$ cat src/rtl/main_fsm.sv
// Multicycle ARM controller sequencer: fetch/decode/execute/memory/writeback.
// Moore outputs; RegW/MemW are ungated intent, condition logic gates them downstream.
//
//   state    | meaning
//   FETCH    | read instruction at PC, PC <= PC+4
//   DECODE   | read registers, sample Op/Funct
//   MEMADR   | compute load/store address, sample Funct[0]
//   MEMRD    | read data memory at ALUOut
//   MEMWB    | write loaded data to register file
//   MEMWR    | write data memory at ALUOut
//   EXECUTER | ALU op, register operand
//   EXECUTEI | ALU op, immediate operand
//   ALUWB    | write ALU result to register file
//   BRANCH   | compute branch target
module main_fsm (
   input  logic       clk,
   input  logic       reset,
   input  logic [1:0] Op,
   input  logic [5:0] Funct,
   output logic       IRWrite,
   output logic       AdrSrc,
   output logic       ALUSrcA,
   output logic [1:0] ALUSrcB,
   output logic [1:0] ResultSrc,
   output logic       NextPC,
   output logic       RegW,
   output logic       MemW,
   output logic       Branch,
   output logic       ALUOp
);

   localparam logic [3:0] S_FETCH    = 4'd0;
   localparam logic [3:0] S_DECODE   = 4'd1;
   localparam logic [3:0] S_MEMADR   = 4'd2;
   localparam logic [3:0] S_MEMRD    = 4'd3;
   localparam logic [3:0] S_MEMWB    = 4'd4;
   localparam logic [3:0] S_MEMWR    = 4'd5;
   localparam logic [3:0] S_EXECUTER = 4'd6;
   localparam logic [3:0] S_EXECUTEI = 4'd7;
   localparam logic [3:0] S_ALUWB    = 4'd8;
   localparam logic [3:0] S_BRANCH   = 4'd9;

   logic [3:0] r_state;
   logic [3:0] w_next;

   always_ff @(posedge clk or negedge reset) begin
      if (!reset) r_state <= S_FETCH;
      else        r_state <= w_next;
   end

   // Execute/address states must hand off directly to their write state so the
   // registered condition result lines up with the write.
   always_comb begin
      w_next = S_FETCH;
      case (r_state)
         S_FETCH:  w_next = S_DECODE;
         S_DECODE: begin
            case (Op)
               2'b01:   w_next = S_MEMADR;
               2'b00:   w_next = Funct[5] ? S_EXECUTEI : S_EXECUTER;
               2'b10:   w_next = S_BRANCH;
               default: w_next = S_FETCH;
            endcase
         end
         S_MEMADR:   w_next = Funct[0] ? S_MEMRD : S_MEMWR;
         S_MEMRD:    w_next = S_MEMWB;
         S_EXECUTER: w_next = S_ALUWB;
         S_EXECUTEI: w_next = S_ALUWB;
         default:    w_next = S_FETCH;
      endcase
   end

   always_comb begin
      IRWrite   = 1'b0;
      AdrSrc    = 1'b0;
      ALUSrcA   = 1'b0;
      ALUSrcB   = 2'b00;
      ResultSrc = 2'b00;
      NextPC    = 1'b0;
      RegW      = 1'b0;
      MemW      = 1'b0;
      Branch    = 1'b0;
      ALUOp     = 1'b0;
      case (r_state)
         S_FETCH: begin
            IRWrite   = 1'b1;
            ALUSrcA   = 1'b1;
            ALUSrcB   = 2'b10;
            ResultSrc = 2'b10;
            NextPC    = 1'b1;
         end
         S_DECODE: begin
            ALUSrcA   = 1'b1;
            ALUSrcB   = 2'b10;
            ResultSrc = 2'b10;
         end
         S_MEMADR: ALUSrcB = 2'b01;
         S_MEMRD:  AdrSrc = 1'b1;
         S_MEMWB: begin
            ResultSrc = 2'b01;
            RegW      = 1'b1;
         end
         S_MEMWR: begin
            AdrSrc = 1'b1;
            MemW   = 1'b1;
         end
         S_EXECUTER: ALUOp = 1'b1;
         S_EXECUTEI: begin
            ALUSrcB = 2'b01;
            ALUOp   = 1'b1;
         end
         S_ALUWB: RegW = 1'b1;
         S_BRANCH: begin
            ALUSrcB   = 2'b01;
            ResultSrc = 2'b10;
            Branch    = 1'b1;
         end
         default: ;
      endcase
   end

endmodule

$ cat config.mk
export PLATFORM = sky130hd
export DESIGN_NAME = main_fsm
export DESIGN_NICKNAME = d
export VERILOG_FILES = /design/src/rtl/main_fsm.sv
export SDC_FILE = /design/constraint.sdc
export NUM_CORES = 1
export LEC_CHECK = 0
export CAP_MARGIN = 25
export CORE_AREA = 3 3 40 42
export CTS_CLUSTER_DIAMETER = 30
export DETAILED_ROUTE_END_ITERATION = 12
export DIE_AREA = 0 0 43 45
export GPL_TIMING_DRIVEN = 0
export SYNTH_ARGS = -nofsm -noshare
export SYNTH_HDL_FRONTEND = slang
export SYNTH_SLANG_ARGS = --single-unit
$ cat constraint.sdc
create_clock -name clk -period 1.65 [get_ports clk]
set_input_delay 0.2475 -clock clk [delete_from_list [all_inputs] [get_ports clk]]
set_output_delay 0.2475 -clock clk [all_outputs]
set_load 0.02 [all_outputs]
# Word-level counts from Yosys, hierarchy flattened
# Index checks and enable logic that the tools add are counted.
dict set report totals {
  input_bits 10
  out_inout_bits 12
  register_bits 4
  elab_cells 33
}
dict set report op_classes {
  reduce_logical 8
  n_eq_ne 11
  n_mux 13
}
# cell count
set ops {}
lappend ops {{$pmux 4 s5} 1}
lappend ops {{$eq 4x3->1 const B} 4}
lappend ops {{$pmux 4 s3} 1}
lappend ops {{$eq 4x2->1 const B} 2}
lappend ops {{$eq 4x4->1 const B} 2}
lappend ops {{$mux 1} 8}
lappend ops {{$pmux 2 s2} 2}
lappend ops {{$reduce_or 2->1} 4}
lappend ops {{$reduce_or 3->1} 2}
lappend ops {{$eq 4x1->1 const B} 1}
lappend ops {{$logic_not 4->1} 1}
lappend ops {{$mux 3} 1}
lappend ops {{$eq 2x1->1 const B} 1}
lappend ops {{$eq 2x2->1 const B} 1}
lappend ops {{$logic_not 2->1} 1}

# Logic depth before layout (Yosys ltp)
# Gate-level depths: netlist of the first run.
dict set report logic_depth {
  depth_word 3
  ltp_mapped 4
  ltp_nobuf 3
}

# Least setup slack after synthesis of the first run
# No wires, ideal clock.
dict set report synth_timing {
  path_type {register -> output}
  startpoint {reg r_state[2]}
  endpoint {out NextPC}
  stages_incl_launch_ff 5
  required_ps 1402
  n_path_buf 2
  arrival_ps 1321
  path_slack_ps 81
  path_cell_list {dfrtp_1 or2_1 buf_2 nor3_2 buf_4}
}
dict set report synth_via {
  elab_chain_cells 2
}
# element line_no
set synth_lines {}
lappend synth_lines {{from (decl)} 43} ;# logic [3:0] r_state;
lappend synth_lines {{from (signal assigned)} 48} ;# else r_state <= w_next;
lappend synth_lines {{$logic_not 4->1} -}
lappend synth_lines {{$mux 1} -}
lappend synth_lines {{to (decl)} 25} ;# output logic NextPC,
# No other way between the ends.

# Final worst setup path of the first run
dict set report layout_timing {
  startpoint {reg r_state[1]}
  endpoint {out MemW}
}
dict set report layout_via {
  elab_chain_cells 2
}
# element line_no
set layout_lines {}
lappend layout_lines {{$eq 4x3->1} 84} ;# case (r_state)
lappend layout_lines {{$mux 1} 84}
lappend layout_lines {{to (decl)} 27} ;# output logic MemW,
# No other way between the ends.

==> impl_metrics.toml, run 1 <==
[clocking]
cts_buffers = 3
cts_sinks = 4
clockRootBuffer = "clkbuf_4"
cts_htree_levels = 1
clock_latency_ns = 0.23
cts_hold_repair.buffers = 0
ctsLongestPathBuffers = 2
cts_tree = "built"
clk_pin_slew_worst_paths_ns = 0.04

[layout]
fill_cells = 140
largest_reg_flops = 4
largest-register = "r_state"
num-nets-final = 75
area_delta_synth_final_pct = 70.2
top_regs = "r_state: 4 flops"
final_area_um2 = 537
mostFrequentLayoutCells = "10 x buf_4, 7 x nor2_1, 5 x clkdlybuf4s50_1"
stdcell_count = 78
layout_commonest_cell = "buf_4"
fin_util = 0.418
antenna_cells = 0
drive_gt1_frac = 0.413

[grt]
antenna_found_initial = 0
grt_start_max_net_pins = 11
grt_pass1_vias = 298
grt_overflow = 0
grt_pass1_wl_um = 1150
grt_usage = 0.0785

[place]
post-place-cells = 72
portBuffers = 17
dp_hpwl_um = 590
post_dp_cell_area_um2 = 504
place_congestion = 0.683

[synthesis]
ys_ff_latch = 4
syn_area_um2 = 315
yosysWarnings = 0
yosys.cell_types.count = 21
syn_area_per_cell_um2 = 7.88
seq_area_frac_synth = 0.317
syn_nets = 50
synthCells = 40

[pwr]
power.leakage_nw = 0.254
peakVddDrop_mv = 0.823
power_density_nw_per_um2 = 2120

[sta]
maxSlewViolCount = 0
finalHoldViolCount = 0
whs_ns = 0.221
finalSetupViolations = 0
max_freq_ghz = 0.621
fin_crit_ns = 1.61
tightestPinTransition_ns = 0.200
timing.final.crit_share = 0.975
fin_worst_skew_ns = 0.00269
rsz0062_at_grt = "yes"
slew_headroom = 0.865

[route]
drc = 0
wl_per_cell_um = 10.8
postRouteAntennaNets = 0
dr.pass1.iters = 1
dr.first_iter.drc_count = 0
vias = 350
vias_per_cell = 4.49
routed_wl_um = 845

[floorplan]
die_area_um2 = 1940
die_w_um = 43
start_util = 0.245
num_rows = 13
die_h_um = 45
io-pin-count = 22
fp.coreArea_um2 = 1280

[setup_path]
path_class = "flip-flop to output pin"
worstPathArrival_ns = 1.36
critPathRequiredTime_ns = 1.40
end_kind = "output pin"
cp_max_fo = 5
start_kind = "flip-flop"

[status]
status = "finished clean"

[flow_run]
cap_violations = 0

[min_path]
hold_path.class = "input port to async pin"
area by class of cell:
type                            count  area, um2  area share
Timing Repair Buffer               21        159       0.296
Clock buffer                        3       22.5      0.0420
Buffer                              3       26.3      0.0490
Sequential cell                     4        103       0.191
Tap cell                           15       18.8      0.0350
Inverter                            3       11.3      0.0210
Multi-Input combinational cell     29        196       0.366
routing by layer:
metal / track usage / part of all wire
met3: 0.0478 / 0.040
met4: 0 / 0
met1: 0.0876 / 0.42
met2: 0.138 / 0.54
met5: 0 / 0
synth_stat cells:
library cell  count  area share
nor3_2            1       0.032
buf_2             1       0.016
buf_4             3       0.071
nand2_1           2       0.024
o21ai_0           2       0.032
xnor2_1           2       0.056
a31o_1            1       0.028
nor3_1            2       0.032
dfrtp_1           4        0.32
a21oi_1           1       0.016
or3b_1            1       0.028
or2_1             1       0.020
nand2b_1          2       0.040
o221ai_1          1       0.028
o21ai_1           1       0.016
a21oi_2           1       0.028
or2b_1            1       0.024
o22a_1            1       0.028
inv_1             3       0.036
nor2_1            7       0.083
nor3b_1           2       0.048
stage by stage:
step | setup WS (ns) | total power (W) | setup TNS (ns)
after floorplan | 0.0813 | 0.000673 | 0
after global placement | -0.283 | 0.00101 | -1.38
after detailed placement | -0.280 | 0.00100 | -1.35
after CTS | -0.00352 | 0.00108 | -0.00352
after global routing | -0.0238 | 0.00122 | -0.0721
final | 0.0410 | 0.00114 | 0
cell families (layout without fill, tap and decap cells):
logic type / Yosys count / in the layout / share of synthesized area
simple gates: 19 / 19 / 0.329
compound gates: 8 / 8 / 0.175
buf+inv: 7 / 30 / 0.123
flops: 4 / 4 / 0.317
xor+xnor: 2 / 2 / 0.0556
timing repair:
| item | CTS | global route |
|---|---|---|
| setup endpoints to repair | 12 | 8 |
| hold endpoints to repair | 0 | 0 |
| pin swaps | 0 | 1 |
| buffers inserted | 1 | 3 |
| gates resized for setup | 40 | 14 |
worst max-delay path, cell delays in order, from the launching register on:
cell and delay [ns]:
dfrtp_2 0.44, or2b_1 0.25, nor2_1 0.11, dlygate4sd2_1 0.34
power breakdown:
| group | switching (W) | leakage, nW | internal [W] | total, W |
|---|---|---|---|---|
| sequential | 0.0000362 | 0.0487 | 0.000139 | 0.000175 |
| clock | 0.0000370 | 0.0138 | 0.0000811 | 0.000118 |
| combinational | 0.000456 | 0.191 | 0.000389 | 0.000845 |
worst paths after layout:
kind / from / end / slack, ns / depth (start not counted)
setup / recovery: r_state[1]$_DFF_PN0_ / MemW / 0.04 / 3
hold reg to reg: r_state[0]$_DFF_PN0_ / r_state[0]$_DFF_PN0_ / 0.63 / 2
hold / removal: reset / r_state[2]$_DFF_PN0_ / 0.22 / 1
setup reg to reg: r_state[3]$_DFF_PN0_ / r_state[0]$_DFF_PN0_ / 0.54 / 4
min in group clk: r_state[0]$_DFF_PN0_ / r_state[0]$_DFF_PN0_ / 0.63 / 2
max in group asynchronous: reset / r_state[1]$_DFF_PN0_ / 1.24 / 1
Power figures use the tool's default switching activity.
==> run 2: changes to the inputs <==
Settings changed: CTS_CLUSTER_DIAMETER 30 to 40, REMOVE_ABC_BUFFERS set to 1, SKIP_CTS_REPAIR_TIMING set to 1.
==> run 2 against run 1 <==
Effect of this change:
- combinational power shrank 18%
- routed wire length shrank 9.8%
- count of clock-buffer cells in the layout is the same
- cell count shrank 7.7%
- via count shrank 9.4%
- die area is the same
- first-iteration DRC count is the same
- sequential share of layout area grew 0.36 points
- sequential cell count is the same
- power shrank 9.4%
- largest cell class unchanged
- largest power group unchanged
==> impl_metrics.toml, run 2 (synthesis gave the netlist of run 1 again) <==
[status]
status = "finished clean"

[floorplan]
io-pin-count = 22
num_rows = 13
die_h_um = 45
fp.coreArea_um2 = 1280
die_w_um = 43
start_util = 0.245
die_area_um2 = 1940

[route]
dr.first_iter.drc_count = 0
postRouteAntennaNets = 0
dr.pass1.iters = 1
vias = 317
vias_per_cell = 4.40
drc = 0
wl_per_cell_um = 10.6
routed_wl_um = 762

[sta]
rsz0062_at_grt = "yes"
finalHoldViolCount = 0
finalSetupViolations = 0
timing.final.crit_share = 0.967
slew_headroom = 0.848
fin_crit_ns = 1.60
max_freq_ghz = 0.627
whs_ns = 0.212
setup_ws_ns = 0.0544
tightestPinTransition_ns = 0.227
maxSlewViolCount = 0
fin_worst_skew_ns = 0.00261

[place]
place_congestion = 0.751
dp_hpwl_um = 523
portBuffers = 17
pre_cts_slack_ns = -0.305
post_dp_cell_area_um2 = 477
post-place-cells = 68

[clocking]
cts_tree = "built"
clk_pin_slew_worst_paths_ns = 0.04
cts_htree_levels = 1
clock_latency_ns = 0.23
cts_buffers = 3
ctsLongestPathBuffers = 2
clockRootBuffer = "clkbuf_4"
cts_sinks = 4

[layout]
area_delta_synth_final_pct = 67.1
drive_gt1_frac = 0.281
fin_util = 0.410
largest-register = "r_state"
largest_reg_flops = 4
stdcell_count = 72
regArea_um2 = 103
multi_input_area_um2 = 186
fill_cells = 139
mostFrequentLayoutCells = "7 x dlymetal6s2s_1, 6 x nor2_1, 5 x clkdlybuf4s50_1"
layout_commonest_cell = "dlymetal6s2s_1"
antenna_cells = 0
final_area_um2 = 527
num-nets-final = 69
top_regs = "r_state: 4 flops"

[grt]
grt_usage = 0.0787
antenna_found_initial = 0
grt_start_max_net_pins = 15
grt_pass1_wl_um = 1080
grt_pass1_vias = 254
grt_overflow = 0

[setup_path]
rr_worst_depth = 4
r2r_end = "r_state[1]$_DFF_PN0_"
cp_max_fo = 8
endpoint = "ALUSrcB[0]"
worstPathArrival_ns = 1.35
r2r-start = "r_state[1]$_DFF_PN0_"
start_kind = "flip-flop"
path_class = "flip-flop to output pin"
end_kind = "output pin"
critPathRequiredTime_ns = 1.40
crit_path_start = "r_state[2]$_DFF_PN0_"
r2r_slack_ns = 0.44

[flow_run]
cap_violations = 0

[min_path]
hold_path.class = "input port to async pin"

[pwr]
power_density_nw_per_um2 = 1960
power.leakage_nw = 0.313
peakVddDrop_mv = 0.918
==> run 2: cell count changes in the layout (fill, tap and decap cells not counted), moves of 2 or more <==
cell            change
buf_2               -4
buf_4               -9
clkbuf_2            +2
dlymetal6s2s_1      +7
==> run 2: where the power goes <==
| group | switching [W] | internal (W) | total [W] | leakage, nW |
|---|---|---|---|---|
| sequential | 0.0000800 | 0.000140 | 0.000220 | 0.0493 |
| clock | 0.0000395 | 0.0000813 | 0.000121 | 0.0138 |
| combinational | 0.000368 | 0.000323 | 0.000691 | 0.250 |
==> run 2: worst min path at each step <==
stage                from                   end  slack (ns)  depth (start not counted)
floorplan           reset  r_state[0]$_DFF_PN0_       -0.05                          0
global placement    reset  r_state[1]$_DFF_PN0_        0.46                          1
detailed placement  reset  r_state[0]$_DFF_PN0_        0.46                          1
CTS                 reset  r_state[3]$_DFF_PN0_        0.21                          1
global route        reset  r_state[1]$_DFF_PN0_        0.21                          1
finish              reset  r_state[2]$_DFF_PN0_        0.21                          1
==> run 2: layer usage <==
metal / vias to the layer above / global-route usage / part of all wire
met3: 0 / 0.0478 / 0.088
met2: 13 / 0.0898 / 0.42
li1: 166 / - / -
met5: - / 0 / 0
met1: 138 / 0.105 / 0.49
met4: 0 / 0.0542 / 0
==> run 2: critical path, cell delays in order (launching register included) <==
cell and delay, ns:
dfrtp_1 0.43, or2_4 0.32, o221ai_1 0.16, clkbuf_2 0.20
==> run 2: metrics by stage <==
step	power (W)	setup TNS, ns
finish	0.00103	0
global route	0.00110	-0.00599
CTS	0.00106	-4.73
detailed placement	0.000933	-1.67
global placement	0.000931	-1.61
floorplan	0.000609	0
==> run 2: area by class of cell <==
type | instances | share of cell area
sequential | 4 | 0.195
inverter | 3 | 0.0214
clock buffer | 3 | 0.0428
tap | 15 | 0.0356
timing repair buffer | 18 | 0.352
multi-input combinational | 29 | 0.354
